### config.mk
export PLATFORM = sky130hd
export DESIGN_NAME = cache_set_ctrl
export DESIGN_NICKNAME = d
export VERILOG_FILES = /design/src/rtl/cache_set_ctrl.sv
export SDC_FILE = /design/constraint.sdc
export NUM_CORES = 1
export LEC_CHECK = 0
export CAP_MARGIN = 20
export CORE_ASPECT_RATIO = 0.5
export CORE_MARGIN = 3
export CORE_UTILIZATION = 30
export DETAILED_ROUTE_END_ITERATION = 10
export DONT_BUFFER_PORTS = 1
export PLACE_DENSITY_LB_ADDON = 0.1
export SLEW_MARGIN = 20
export SYNTH_ARGS = -nofsm -noshare
export SYNTH_HDL_FRONTEND = slang
export SYNTH_SLANG_ARGS = --single-unit
### constraint.sdc
create_clock -name clk -period 5.4 [get_ports clk]
set_input_delay 0.27 -clock clk [delete_from_list [all_inputs] [get_ports clk]]
set_output_delay 0.27 -clock clk [all_outputs]
set_load 0.005 [all_outputs]
### src/rtl/cache_set_ctrl.sv
// cache_set_ctrl: sequences core load/store requests onto one cache Set and fills it from memory on read misses.
// Define CACHE_SET_CTRL_STATS_EN to add the stat_hits/stat_misses/stat_errs counters.
module cache_set_ctrl #(
  parameter int TIMEOUT = 255,
  parameter int TAG_W = 24
) (
  input  logic               clk,
  input  logic               rst_n,
  input  logic               req_valid,
  output logic               req_ready,
  input  logic               req_write,
  input  logic [TAG_W+11:0]  req_addr,
  input  logic [1:0]         req_size,
  input  logic [63:0]        req_wdata,
  output logic               rsp_valid,
  output logic               rsp_hit,
  output logic               rsp_err,
  output logic [63:0]        rsp_data,
  output logic [1:0]         set_enable,
  output logic [2:0]         set_write_en,
  output logic [5:0]         set_block_offset,
  output logic [5:0]         set_n,
  output logic [63:0]        set_write_data,
  output logic [1:0]         set_data_size,
  output logic [TAG_W-1:0]   set_tag,
  input  logic [127:0]       set_out_data,
  input  logic               set_miss_r,
  input  logic               set_miss_w,
  input  logic               set_data_ready,
  output logic               mem_req_valid,
  input  logic               mem_req_ready,
  output logic [TAG_W+11:0]  mem_req_addr,
  input  logic               mem_rsp_valid,
  input  logic [63:0]        mem_rsp_data,
  output logic               busy
`ifdef CACHE_SET_CTRL_STATS_EN
  ,
  output logic [31:0]        stat_hits,
  output logic [31:0]        stat_misses,
  output logic [31:0]        stat_errs
`endif
);
  localparam int AW = TAG_W + 12;
  typedef enum logic [2:0] {IDLE, ISSUE, WAIT, MEMREQ, MEMWAIT, FILL, FILLWAIT, RESP} state_t;
  state_t state_q, state_d;
  logic [AW-1:0] addr_q, addr_d;
  logic [1:0] size_q, size_d;
  logic write_q, write_d;
  logic [63:0] fill_q, fill_d;
  logic [7:0] cnt_q, cnt_d;
  logic req_ready_q, req_ready_d, rsp_valid_q, rsp_valid_d, rsp_hit_q, rsp_hit_d, rsp_err_q, rsp_err_d;
  logic [63:0] rsp_data_q, rsp_data_d, set_write_data_q, set_write_data_d;
  logic [1:0] set_enable_q, set_enable_d, set_data_size_q, set_data_size_d;
  logic [2:0] set_write_en_q, set_write_en_d;
  logic [5:0] set_block_offset_q, set_block_offset_d, set_n_q, set_n_d;
  logic [TAG_W-1:0] set_tag_q, set_tag_d;
  logic mem_req_valid_q, mem_req_valid_d, busy_q, busy_d;
  logic [AW-1:0] mem_req_addr_q, mem_req_addr_d;
  logic mis, timeout, to_issue, to_fill, unused_hi;
  // Low offset bits that must be zero for each access size: 0:none 1:[0] 2:[1:0] 3:[2:0]
  assign mis = |(req_addr[2:0] & {&req_size, req_size[1], |req_size});
  assign timeout = cnt_q == 8'(TIMEOUT);
  assign unused_hi = ^set_out_data[127:64];
  function automatic logic [63:0] extract(input logic [63:0] w, input logic [2:0] off, input logic [1:0] sz);
    logic [63:0] s;
    s = w >> {off, 3'b000};
    return s & (sz == 2'd0 ? 64'hFF : sz == 2'd1 ? 64'hFFFF : sz == 2'd2 ? 64'hFFFF_FFFF : {64{1'b1}});
  endfunction
  always_comb begin
    state_d = state_q;
    addr_d = addr_q;
    size_d = size_q;
    write_d = write_q;
    fill_d = fill_q;
    rsp_hit_d = 1'b0;
    rsp_err_d = 1'b0;
    rsp_data_d = '0;
    cnt_d = (state_q == WAIT || state_q == FILLWAIT) ? cnt_q + {7'd0, cnt_q != 8'hFF} : 8'd0;
    case (state_q)
      IDLE: if (req_valid && req_ready_q) begin
        addr_d = req_addr;
        size_d = req_size;
        write_d = req_write;
        state_d = mis ? RESP : ISSUE;
        rsp_err_d = mis;
      end
      ISSUE: state_d = WAIT;
      WAIT: if (set_miss_r && !write_q) state_d = MEMREQ;
      else if (set_data_ready) begin
        state_d = RESP;
        rsp_hit_d = ~(set_miss_r | set_miss_w);
        rsp_data_d = write_q ? 64'd0 : extract(set_out_data[63:0], addr_q[2:0], size_q);
      end else if (timeout) begin
        state_d = RESP;
        rsp_err_d = 1'b1;
      end
      MEMREQ: if (mem_req_ready) state_d = MEMWAIT;
      MEMWAIT: if (mem_rsp_valid) begin
        state_d = FILL;
        fill_d = mem_rsp_data;
      end
      FILL: state_d = FILLWAIT;
      FILLWAIT: if (set_data_ready) begin
        state_d = RESP;
        rsp_data_d = extract(fill_q, addr_q[2:0], size_q);
      end else if (timeout) begin
        state_d = RESP;
        rsp_err_d = 1'b1;
      end
      default: state_d = IDLE;
    endcase
    // Outputs are registered, so they are derived from the state being entered
    to_issue = state_d == ISSUE;
    to_fill = state_d == FILL;
    req_ready_d = state_d == IDLE;
    busy_d = state_d != IDLE;
    rsp_valid_d = state_d == RESP;
    set_enable_d = {1'b0, to_issue || to_fill};
    set_write_en_d = to_issue ? {2'b00, req_write} : to_fill ? 3'd1 : 3'd2;
    set_block_offset_d = to_issue ? req_addr[5:0] : to_fill ? {addr_q[5:3], 3'b000} : set_block_offset_q;
    set_n_d = to_issue ? req_addr[11:6] : to_fill ? addr_q[11:6] : set_n_q;
    set_tag_d = to_issue ? req_addr[AW-1:12] : to_fill ? addr_q[AW-1:12] : set_tag_q;
    set_write_data_d = to_issue ? req_wdata : to_fill ? mem_rsp_data : set_write_data_q;
    set_data_size_d = to_issue ? req_size : to_fill ? 2'd3 : set_data_size_q;
    mem_req_valid_d = state_d == MEMREQ;
    mem_req_addr_d = mem_req_valid_d ? {addr_q[AW-1:3], 3'b000} : mem_req_addr_q;
  end
  always_ff @(posedge clk or negedge rst_n) begin
    if (!rst_n) begin
      state_q <= IDLE;
      addr_q <= '0;
      size_q <= '0;
      write_q <= 1'b0;
      fill_q <= '0;
      cnt_q <= '0;
      req_ready_q <= 1'b0;
      rsp_valid_q <= 1'b0;
      rsp_hit_q <= 1'b0;
      rsp_err_q <= 1'b0;
      rsp_data_q <= '0;
      set_enable_q <= '0;
      set_write_en_q <= 3'd2;
      set_block_offset_q <= '0;
      set_n_q <= '0;
      set_tag_q <= '0;
      set_write_data_q <= '0;
      set_data_size_q <= '0;
      mem_req_valid_q <= 1'b0;
      mem_req_addr_q <= '0;
      busy_q <= 1'b0;
    end else begin
      state_q <= state_d;
      addr_q <= addr_d;
      size_q <= size_d;
      write_q <= write_d;
      fill_q <= fill_d;
      cnt_q <= cnt_d;
      req_ready_q <= req_ready_d;
      rsp_valid_q <= rsp_valid_d;
      rsp_hit_q <= rsp_hit_d;
      rsp_err_q <= rsp_err_d;
      rsp_data_q <= rsp_data_d;
      set_enable_q <= set_enable_d;
      set_write_en_q <= set_write_en_d;
      set_block_offset_q <= set_block_offset_d;
      set_n_q <= set_n_d;
      set_tag_q <= set_tag_d;
      set_write_data_q <= set_write_data_d;
      set_data_size_q <= set_data_size_d;
      mem_req_valid_q <= mem_req_valid_d;
      mem_req_addr_q <= mem_req_addr_d;
      busy_q <= busy_d;
    end
  end
  assign req_ready = req_ready_q;
  assign rsp_valid = rsp_valid_q;
  assign rsp_hit = rsp_hit_q;
  assign rsp_err = rsp_err_q;
  assign rsp_data = rsp_data_q;
  assign set_enable = set_enable_q;
  assign set_write_en = set_write_en_q;
  assign set_block_offset = set_block_offset_q;
  assign set_n = set_n_q;
  assign set_tag = set_tag_q;
  assign set_write_data = set_write_data_q;
  assign set_data_size = set_data_size_q;
  assign mem_req_valid = mem_req_valid_q;
  assign mem_req_addr = mem_req_addr_q;
  assign busy = busy_q;
`ifdef CACHE_SET_CTRL_STATS_EN
  logic [31:0] hits_q, hits_d, misses_q, misses_d, errs_q, errs_d;
  // Classified on the response pulse: error wins, then hit, otherwise miss
  always_comb begin
    hits_d = hits_q + 32'(rsp_valid_q && !rsp_err_q && rsp_hit_q);
    misses_d = misses_q + 32'(rsp_valid_q && !rsp_err_q && !rsp_hit_q);
    errs_d = errs_q + 32'(rsp_valid_q && rsp_err_q);
  end
  always_ff @(posedge clk or negedge rst_n) begin
    if (!rst_n) begin
      hits_q <= '0;
      misses_q <= '0;
      errs_q <= '0;
    end else begin
      hits_q <= hits_d;
      misses_q <= misses_d;
      errs_q <= errs_d;
    end
  end
  assign stat_hits = hits_q;
  assign stat_misses = misses_q;
  assign stat_errs = errs_q;
`endif
endmodule

* Word-level counts from Yosys, hierarchy flattened *
Index checks and enable logic that the tools add are counted.
W data, S select, Z words.

word-level totals
  flip-flop bits (word level) = 322
  input port bits = 303
  output and inout bits = 213

operators by class
  add/sub/neg operators = 1
  equality and inequality tests = 14
  shifts and indexed selects = 2
  muxes and demuxes = 37
  bitwise gates (word level) = 5
  reduce and logical (&&, ||, !) cells = 15

operators with widths
  kind                  number
  $mux W64              9
  $and A64 B64 Y64      2
  $pmux W64 S2          1
  $shr A64 B6 Y64       2
  $mux W24              2
  $mux W6               4
  $mux W3               7
  $pmux W3 S7           1
  $eq A3 B3 Y1 const B  5
  $eq A3 B2 Y1 const B  3
  $add A8 B1 Y8         1
  $eq A8 B8 Y1 const B  1
  $mux W2               4
  $mux W8               1
  $ne A8 B8 Y1 const B  1
  $mux W1               7
  $eq A3 B1 Y1 const B  2
  $logic_not A3 Y1      2
  $reduce_and A2 Y1     3
  $and A3 B3 Y3         1
  $pmux W1 S3           1
  $reduce_bool A3 Y1    1
  $reduce_or A3 Y1      1
  $eq A2 B1 Y1 const B  1
  other kinds (9)       11

* Logic depth before layout (Yosys ltp) *
  depth in word-level cells = 9
  mapped depth = 9

* Least setup slack after synthesis *
OpenSTA, ideal clock, no wires.

  path kind = register to register
  start = register state_q[1]
  end = register set_write_data_q[10] (netlist: set_write_data[10])
  arrival = 2032 ps
  setup slack = 3242 ps
  stages on the path, launching flop included = 8
  buffers on the path = 2
  period minus slack after synthesis = 2158 ps
  cells stage by stage = dfrtp_1 nand2_1 mux2_2 a211oi_2 buf_6 buf_4 mux2_1 mux2_4

on the way
  longest elaborated chain between the ends = 6

ends and longest elaborated chain
  item                                            RTL line  source
  from (decl)                                     45        state_t state_q, state_d;
  from (signal assigned)                          152       state_q <= state_d;
  $mux W3                                         93, 106
  $mux W3                                         89        else if (set_data_ready) begin
  $mux W3                                         88        WAIT: if (set_miss_r && !write_q) state_d = MEMREQ;
  $pmux W3 S7 (*)                                 79        case (state_q)
  $eq A3 B1 Y1 or $eq A3 B3 Y1 (tied branches)    113, 114
  $mux W64 or $reduce_bool A2 Y1 (tied branches)  --
  to (signal assigned)                            168       set_write_data_q <= set_write_data_d;
  to (decl)                                       52        logic [63:0] rsp_data_q, rsp_data_d, set_write_data_q, set_write_data_d;

Mark *: on every way between the ends. The rest lies on a longest branch, timed or not.
A chain may end at the register's enable or synchronous reset.

* Final worst setup path *
  start = register state_q[2]
  end = register set_write_data_q[40] (netlist: set_write_data[40])

RTL lines
  item                                            RTL line
  $eq A3 B3 Y1, or another cell as far along      79
  $pmux W3 S7 (*)                                 79
  named net state_d[0]                            45
  $eq A3 B1 Y1 or $eq A3 B3 Y1 (tied branches)    113, 114
  $mux W64 or $reduce_bool A2 Y1 (tied branches)  --

Mark *: on every way through the listed nets, which the timed path passes. The rest lies on a longest branch.

==> results.sh <==
export IMPL_clock_skew_final_ns=0.0220
export IMPL_grt_usage_pct=18.9
export IMPL_postCtsHoldBufs=174
export IMPL_fin_crit_ns=3.29
export IMPL_cts_max_level=2
export IMPL_grt_start_max_net_pins=323
export IMPL_gp_congestion=0.817
export IMPL_achievable_frequency_ghz=0.304
export IMPL_post_place_cells=1965
export IMPL_synth_top_cells_by_area="dfrtp_1 (48%), mux2_2 (14%), mux2_1 (6.3%), mux2i_1 (5.5%), mux2_4 (4.0%)"
export IMPL_finalCritPeriodShare_pct=60.8
export IMPL_worstSkewPairLatency_ns=0.55
export IMPL_die_h_microns=172
export IMPL_synth_avg_cell_area_sq_um=12.7
export IMPL_yosys_most_used_dff="dfrtp_1"
export IMPL_portBuffers=0
export IMPL_worstMarginPinSlew_ns=1.07
export IMPL_firstDrtPassIters=6
export IMPL_combined_area_of_all_synthesized_cells_sq_um=16600
export IMPL_worst_setup_path_start_kind="flop"
export IMPL_postCtsSetupRepairBufs=0
export IMPL_layout_cell_share_with_drive_strength_beyond_1_pct=25.1
export IMPL_clock_tree_buffer_depth=3
export IMPL_crit_path_end_kind="flop"
export IMPL_dpl_hpwl_microns=38700
export IMPL_critical_path_required_ns=5.82
export IMPL_floorplan_core_area_sq_um=54300
export IMPL_flow_area_growth_from_synthesis_pct=20.6
export IMPL_synthesis_yosys_warnings=0
export IMPL_worst_hold_slack_ns=-0.577
export IMPL_vdd_ir_drop_max_uv=418
export IMPL_design_die_area_sq_um=58400
export IMPL_start_util_pct=30.6
export IMPL_ys_seq_elements=322
export IMPL_first_pass_grt_wire_length_microns=83200
export IMPL_worst_slew_margin_rel_pct=28.2
export IMPL_post_synth_edffs=0
export IMPL_yosysMostFrequentCell="dfrtp_1"
export IMPL_report_final_slew_viol_count=0
export IMPL_num_vias=11500
export IMPL_totalWireLength_microns=57800
export IMPL_count_of_pins_on_the_block_boundary=516
export IMPL_rsz0062_at_grt="no"
export IMPL_ys_types=56
export IMPL_critical_path_arrival_ns=3.70
export IMPL_cts_resized=0
export IMPL_grt_pass1_vias=12100
export IMPL_hold_path_class="input pin to asynchronous set/reset pin"
export IMPL_filler_free_cell_count_of_the_finished_design=2201
export IMPL_report_final_hold_viol_count=322
export IMPL_synth_top_area_share_pct=48.3
export IMPL_antenna_found_initial=4
export IMPL_die_w_microns=339
export IMPL_drv_max_cap_violation_count=0
export IMPL_violations="hold timing"
export IMPL_finalSetupViolations=0
export IMPL_post_synth_inst_count=1307
export IMPL_timing_critical_path_fanout_max=49
export IMPL_synth_commonest_cells="dfrtp_1 (321), mux2_2 (211), mux2_1 (93), mux2i_1 (92), nand2_1 (63)"
export IMPL_cts_root_buf="clkbuf_16"
export IMPL_rows=60
export IMPL_cts_reportedPaths_clkPinSlew_ns=0.06
export IMPL_finalSetupTns_ns=0
export IMPL_nNetsFinal=1737
export IMPL_tritoncts="built"
export IMPL_status="finished, violations left"
export IMPL_power_per_cell_area_nw_per_um2=592
export IMPL_gr_total_overflow=0
export IMPL_power_leakage_nw=8.36
export IMPL_cts_sink_count=322
export IMPL_cts_made_buffers=35
export IMPL_route_detailed_vias_per_inst=5.22
export IMPL_ant_nets=0
export IMPL_synthArstFlopShare_pct=100
export IMPL_avgRoutedWirePerCell_microns=26.2
export IMPL_first_iter_violations=700
export IMPL_criticalPathCategory="flop to flop"
export IMPL_drc=0
export IMPL_synth_largest_area_cell="dfrtp_1"
export IMPL_final_core_utilization_pct=36.9
export IMPL_synth_sequential_area_ratio_pct=48.5
[critical path, cell delays in order (launching register included)]
cell and delay (ns):
dfrtp_1 0.85, nand3b_1 0.15, a21oi_1 0.19, a221o_1 0.24, nor2b_4 0.90, buf_12 0.38
mux2_4 0.34
[layout by cell type, fill, tap and decap left out, types with 3 or more instances in the layout]
master	n
a221oi_1	5
nor2_1	40
nor4_1	4
buf_4	9
dfrtp_1	318
nand2_1	63
nor3_1	7
a21oi_1	35
dlygate4sd3_1	174
o21ai_0	47
clkbuf_16	36
clkinvlp_4	3
clkbuf_1	8
clkbuf_8	4
or3_1	4
mux4_2	24
conb_1	5
a211oi_1	37
nand4_1	3
o22ai_1	22
nor2b_1	26
o22a_1	11
nand2b_1	14
mux2i_1	92
or2_2	4
o21a_1	3
a22o_1	4
nand3_1	12
mux2_1	93
a22oi_1	24
buf_12	5
and2_1	8
and3_1	4
clkinv_2	5
mux2_4	44
mux2_2	211
inv_1	9
xor2_1	3
[registers in the layout (all words and copies together), names as in the netlist, 2 cells and up]
signal            cells
set_tag              24
fill_q               64
cnt_q                 8
size_q                2
set_block_offset      6
addr_q               36
set_data_size         2
mem_req_addr         33
state_q               3
set_write_en          2
set_n                 6
set_write_data       64
rsp_data             64
[cell type report]
class | instances | area, sq um
antenna | 1 | 2.50
clock buffer | 48 | 986
clock inverter | 13 | 120
fill | 5256 | 34200
inverter | 10 | 37.5
multi-input combinational | 875 | 7990
sequential | 322 | 8070
tap | 744 | 931
timing repair buffer | 188 | 1910
[metal layers]
layer,routed length (microns),vias to the layer above,GRT usage [%]
li1,-,5048,-
met1,24300,6044,23.9
met2,29400,321,33.7
met3,2890,78,3.57
met4,1210,0,4.67
met5,0,-,0
[metrics by stage]
stage / area (sq um) / hold slack [ns] / power [mW] / worst slack, ns
final: 20000 / -0.577 / 11.9 / 2.11
after global routing: 20000 / -0.607 / 12.6 / 1.93
after CTS: 20000 / -0.619 / 12.0 / 2.01
after detailed placement: 17200 / -0.0208 / 9.39 / 2.02
after global placement: 17200 / -0.0140 / 9.29 / 2.11
after floorplan: 16600 / -0.0256 / 8.09 / 3.24
[kinds of logic after synthesis]
kind of cell,share of synthesized area [%]
compound gates,7.80
mux,33.4
buf+inv,3.76
flops,48.5
simple gates,6.22
xor+xnor,0.211
fa+ha+maj,0.150
other cells,0.0226
[where the power goes]
group / switching, mW / total [mW] / internal, mW
logic: 2.30 / 4.88 / 2.58
registers: 1.19 / 4.58 / 3.39
clock network: 1.06 / 2.40 / 1.34
total: 4.55 / 11.9 / 7.32
[path summary, 6_finish.rpt]
check / depth (start not counted) / slack, ns / end / from
min reg2reg: 1 / 0.51 / mem_req_addr[16] / addr_q[16]
min in group clk: 2 / 0.03 / set_write_data[40] / mem_rsp_data[40]
max in group asynchronous: 0 / 5.44 / addr_q[0] / rst_n
max: 6 / 2.11 / set_write_data[40] / state_q[2]
min: 0 / -0.58 / set_write_data[46] / rst_n
max reg2reg: 6 / 2.11 / set_write_data[40] / state_q[2]
No activity file was read; power rests on OpenSTA's default activity.
